### src/rtl/cpl_tx_serializer.sv
// Completion TX serializer: streams a registered 3-DW completion header and
// then passes its payload straight through, one DW per transfer.
module cpl_tx_serializer #(
  parameter int LINK_NUMBER = 0,
  parameter int MAX_LEN     = 16
) (
  input  logic        clk,
  input  logic        rst,
  input  logic [95:0] in_header,
  input  logic        in_header_valid,
  output logic        in_header_ready,
  input  logic [31:0] in_payload,
  input  logic        in_payload_valid,
  output logic        in_payload_ready,
  output logic [31:0] out_data,
  output logic        out_valid,
  input  logic        out_ready,
  output logic        out_sop,
  output logic        out_eop,
  output logic        len_error
);

  typedef enum logic [2:0] {IDLE, HDR0, HDR1, HDR2, PAYLOAD} state_e;

  localparam logic [10:0] MaxLen = 11'(MAX_LEN);

  if (LINK_NUMBER < 0 || MAX_LEN < 1 || MAX_LEN > 1024) begin : g_param_check
    $error("cpl_tx_serializer: illegal LINK_NUMBER or MAX_LEN");
  end

  state_e      state_q, state_d;
  logic [95:0] hdr_q, hdr_d;
  logic [10:0] cnt_q, cnt_d;
  logic        len_err_q, len_err_d;
  logic        in_too_long;
  logic        hdr_with_data;

  // A Length field of zero encodes the maximum TLP payload of 1024 DW.
  function automatic logic [10:0] payloadCount(input logic [9:0] len);
    return (len == 10'd0) ? 11'd1024 : {1'b0, len};
  endfunction

  assign in_too_long   = in_header[30] && (payloadCount(in_header[9:0]) > MaxLen);
  assign hdr_with_data = hdr_q[30];

  always_comb begin
    state_d   = state_q;
    hdr_d     = hdr_q;
    cnt_d     = cnt_q;
    len_err_d = 1'b0;
    unique case (state_q)
      IDLE: begin
        if (in_header_valid) begin
          if (in_too_long) begin
            len_err_d = 1'b1;
          end else begin
            hdr_d   = in_header;
            state_d = HDR0;
          end
        end
      end
      HDR0: if (out_ready) state_d = HDR1;
      HDR1: if (out_ready) state_d = HDR2;
      HDR2: begin
        if (out_ready) begin
          if (hdr_with_data) begin
            state_d = PAYLOAD;
            cnt_d   = payloadCount(hdr_q[9:0]);
          end else begin
            state_d = IDLE;
          end
        end
      end
      PAYLOAD: begin
        if (in_payload_valid && out_ready) begin
          if (cnt_q != 11'd0) cnt_d = cnt_q - 11'd1;
          if (cnt_q <= 11'd1) state_d = IDLE;
        end
      end
      default: state_d = IDLE;
    endcase
  end

  always_ff @(posedge clk or posedge rst) begin
    if (rst) begin
      state_q   <= IDLE;
      hdr_q     <= '0;
      cnt_q     <= '0;
      len_err_q <= 1'b0;
    end else begin
      state_q   <= state_d;
      hdr_q     <= hdr_d;
      cnt_q     <= cnt_d;
      len_err_q <= len_err_d;
    end
  end

  // Outputs decode from state; gating with rst keeps them quiet for the whole
  // reset pulse, independent of any clock edge.
  always_comb begin
    in_header_ready  = 1'b0;
    in_payload_ready = 1'b0;
    out_valid        = 1'b0;
    out_data         = '0;
    out_sop          = 1'b0;
    out_eop          = 1'b0;
    if (!rst) begin
      unique case (state_q)
        IDLE: in_header_ready = 1'b1;
        HDR0: begin
          out_valid = 1'b1;
          out_data  = hdr_q[31:0];
          out_sop   = 1'b1;
        end
        HDR1: begin
          out_valid = 1'b1;
          out_data  = hdr_q[63:32];
        end
        HDR2: begin
          out_valid = 1'b1;
          out_data  = hdr_q[95:64];
          out_eop   = !hdr_with_data;
        end
        PAYLOAD: begin
          in_payload_ready = out_ready;
          out_valid        = in_payload_valid;
          if (in_payload_valid) begin
            out_data = in_payload;
            out_eop  = (cnt_q == 11'd1);
          end
        end
        default: ;
      endcase
    end
  end

  assign len_error = len_err_q && !rst;

endmodule

### config.mk
export PLATFORM = sky130hd
export DESIGN_NAME = cpl_tx_serializer
export DESIGN_NICKNAME = d
export VERILOG_FILES = /design/src/rtl/cpl_tx_serializer.sv
export SDC_FILE = /design/constraint.sdc
export NUM_CORES = 1
export LEC_CHECK = 0
export CORE_AREA = 3 3 114 116
export CTS_BUF_LIST = sky130_fd_sc_hd__clkbuf_8
export DETAILED_ROUTE_END_ITERATION = 10
export DIE_AREA = 0 0 117 119
export GPL_TIMING_DRIVEN = 1
export PLACE_DENSITY_LB_ADDON = 0.3
export RECOVER_POWER = 50
export SLEW_MARGIN = 20
export SYNTH_ARGS = -nofsm -noshare
export SYNTH_HDL_FRONTEND = slang
export SYNTH_SLANG_ARGS = --single-unit
### constraint.sdc
create_clock -name clk -period 6.1 [get_ports clk]
set_input_delay 0.915 -clock clk [delete_from_list [all_inputs] [get_ports clk]]
set_output_delay 0.915 -clock clk [all_outputs]
set_load 0.02 [all_outputs]
==> impl_metrics.yaml <==
power_and_ir_drop:
  p_clk_share_pct: 11.8
  finalPower_mw: 3.55
  powerDensity_mw_per_mm2: 459
  power.leakage_nw: 3.18
  combPwrFrac_pct: 48.3
  vdd_drop_max_mv: 0.292
  power.share.sequential_pct: 39.9
  internal_power_mw: 2.22
  p_sw_mw: 1.33
  sw_frac_of_total_pct: 37.4
sta:
  fin_crit_sh_pct: 82.0
  finalSetupViolCount: 0
  worst_pin_slew_ns: 2.19
  hold_viol: 0
  setup_tns_ns: 0
  slew_violations: 171
  fmax_mhz: 200
  finClkSkew_ns: 0.00877
  finalCriticalPeriod_ns: 5.00
  hold_slack_ns: 0.504
  rsz0062_at_grt: "false"
  maxSlewHeadroom_pct: -45.9
clock_tree:
  cts_resized: 0
  cts_inserted_buffers: 9
  cts_tree: "yes"
  clk_latency_ns: 0.38
  htree_levels: 3
  cts-root-buf: "clkbuf_8"
  post_cts_buffers: 0
  clkSinkCount: 111
  cts_buffer_depth: 2
  cts.hold.buffers_added: 0
  path_clk_slew_ns: 0.10
placed_design:
  hpwl_um: 10600
  post-place-cells: 808
  gp_congestion: 0.817
  placed_area_sq_mm: 0.00760
  placement.io_buffers: 170
worst_setup_path:
  critPathKind: "in2out"
  path_cells: "dlygate4sd3_1, nor4bb_1, clkbuf_1, a41oi_1, nor2_1, clkdlybuf4s50_1"
  crit_fanout: 34
  cp_num_buf_inv: 3
  cpPeakStageDelay_ns: 1.27
  critPathRequiredTime_ns: 5.18
  cp_slowest_cell: "clkbuf_1"
  start_kind: "primary input"
  cp_top_family: "buffers and inverters"
  crit_arrival_ns: 4.09
  critPathCaptureType: "output port"
detailed_routing:
  routed_wl_um: 15200
  antenna_left: 0
  dr.pass1.iters: 4
  via_count: 4569
  drt-vias-per-instance: 5.54
  post_drt_wl_per_cell_um: 18.4
  drt_iter0_drc: 208
  drc: 0
synth:
  yosys-top-cells-area: "dfrtp_1, mux2_2, mux2_4"
  synth-edff-count: 0
  ys.flop_type: "dfrtp_1"
  syn_avg_cell_area_sq_um: 11.2
  ys_seq_area_share_pct: 47.3
  syn_inst: 523
  async_reset_ff_share_pct: 100
  yosysTopAreaCell: "dfrtp_1"
  synth_warnings: 0
  synth-seq-cells: 111
  ys_types: 44
  synth_commonest_cells: "dfrtp_1, mux2_2, nor2_1, a21oi_1, a22oi_1"
  synth.most_common_cell: "dfrtp_1"
  synth_top_cell_area_share_pct: 47.3
  syn-num-nets: 658
  synth_area_sq_mm: 0.00587
cells_and_area:
  fin_cells: 824
  drive_gt1_share_pct: 22.6
  area_growth_syn_to_layout_pct: 31.7
  multi_input_area_sq_mm: 0.00281
  seq_area_sq_mm: 0.00278
  layout.nets: 807
  antenna_cells: 0
  postLayoutCellArea_sq_mm: 0.00773
  num-fill-cells: 956
global_route:
  grt_max_degree: 85
  grt_pass1_wl_um: 24100
  grt_overflow_total: 0
  grt_usage_pct: 22.1
  antenna_found_initial: 0
  grt_pass1_vias: 4886
die:
  start_util_pct: 48.9
  rows: 40
  die_h_um: 119
  die_area_sq_mm: 0.0139
  die_w_um: 117
  core_area_sq_mm: 0.0120
  io_pins: 171
worst_hold_path:
  min_path_type: "reg2reg"
outcome:
  violations: "max-capacitance violations, max-slew violations"
  outcome: "finished with violations"
run:
  cap_violations: 3
==> cells by family (layout without fill, tap and decap cells) <==
group,count (synthesis),in the layout,synth area share [%]
buf+inv,45,199,4.56
fa+ha+maj,2,2,0.426
compound gates,105,105,11.0
xor+xnor,2,2,0.298
simple gates,130,130,10.1
flops,111,111,47.3
mux,128,128,26.3
==> metal layers <==
metal / global-route usage, % / vias to the layer above / part of all wire (%)
li1: - / 2170 / -
met1: 28.3 / 2225 / 43
met2: 36.6 / 157 / 48
met3: 5.08 / 17 / 6.8
met4: 7.53 / 0 / 1.7
met5: 0 / - / 0
==> worst register-to-register path: cells and delay by family (launching register included) <==
| family | cells | cell delay [ns] |
|---|---|---|
| buffers and inverters | 1 | 0.61 |
| flip-flops | 1 | 0.73 |
| multiplexers | 1 | 0.40 |
| AND/OR/NAND/NOR | 3 | 2.19 |
==> path summary, 6_finish.rpt <==
path                             startpoint    endpoint  slack, ns  cells after the start
min reg2reg                       hdr_q[66]   hdr_q[66]       0.50                      1
max reg2reg                      state_q[1]   hdr_q[94]       2.05                      5
min                               hdr_q[66]   hdr_q[66]       0.50                      1
min in group asynchronous               rst   hdr_q[91]       1.10                      2
max                        in_payload_valid     out_eop       1.10                      6
max in group asynchronous               rst  state_q[1]       2.58                      3
==> through the flow <==
step / setup WS [ns] / utilization (%)
after global routing: 0.859 / 64.4
final: 1.10 / 64.4
after global placement: 1.65 / 63.2
after floorplan: 0.907 / -
after CTS: 1.36 / 64.8
after detailed placement: 1.82 / 63.3
==> registers in the layout, summed over array words and instances, names as in the netlist <==
register   cells
cnt_q         11
state_q        3
len_err_q      1
hdr_q         96
==> placed cells by master, fill, tap and decap left out, drive strengths merged, types with 2 or more instances in the layout <==
cell type      Yosys  layout
o22a               2       2
o21ai             16      16
nand3b             3       3
nor3               6       6
a21oi             45      45
clkinv             0       5
a22oi             33      33
xor2               2       2
dfrtp            111     111
nor4               8       8
or3                2       2
clkbuf            21      14
and2               2       2
clkdlybuf4s50      0     167
inv                5       5
nor2b              3       3
or4                4       4
nand2             10      10
buf               19       5
or2                2       2
ha                 2       2
mux2             127     127
dlygate4sd3        0       3
nor2              82      82
==> power by group through the flow <==
stage | clock, mW | sequential, mW | combinational (mW)
2_1_floorplan | 0 | 1.27 | 1.34
3_3_place_gp | 0 | 1.41 | 1.69
3_5_place_dp | 0 | 1.43 | 1.73
4_1_cts | 0.432 | 1.42 | 1.75
5_1_grt | 0.462 | 1.47 | 1.88
6_report | 0.418 | 1.42 | 1.71
==> area by class of cell <==
cell class	count	share of cell area (%)
inverter	5	0.275
tap	147	2.38
clock buffer	11	1.96
timing repair buffer	178	22.6
clock inverter	5	0.421
sequential	111	35.9
multi-input combinational	367	36.4
Power figures use the tool's default switching activity.
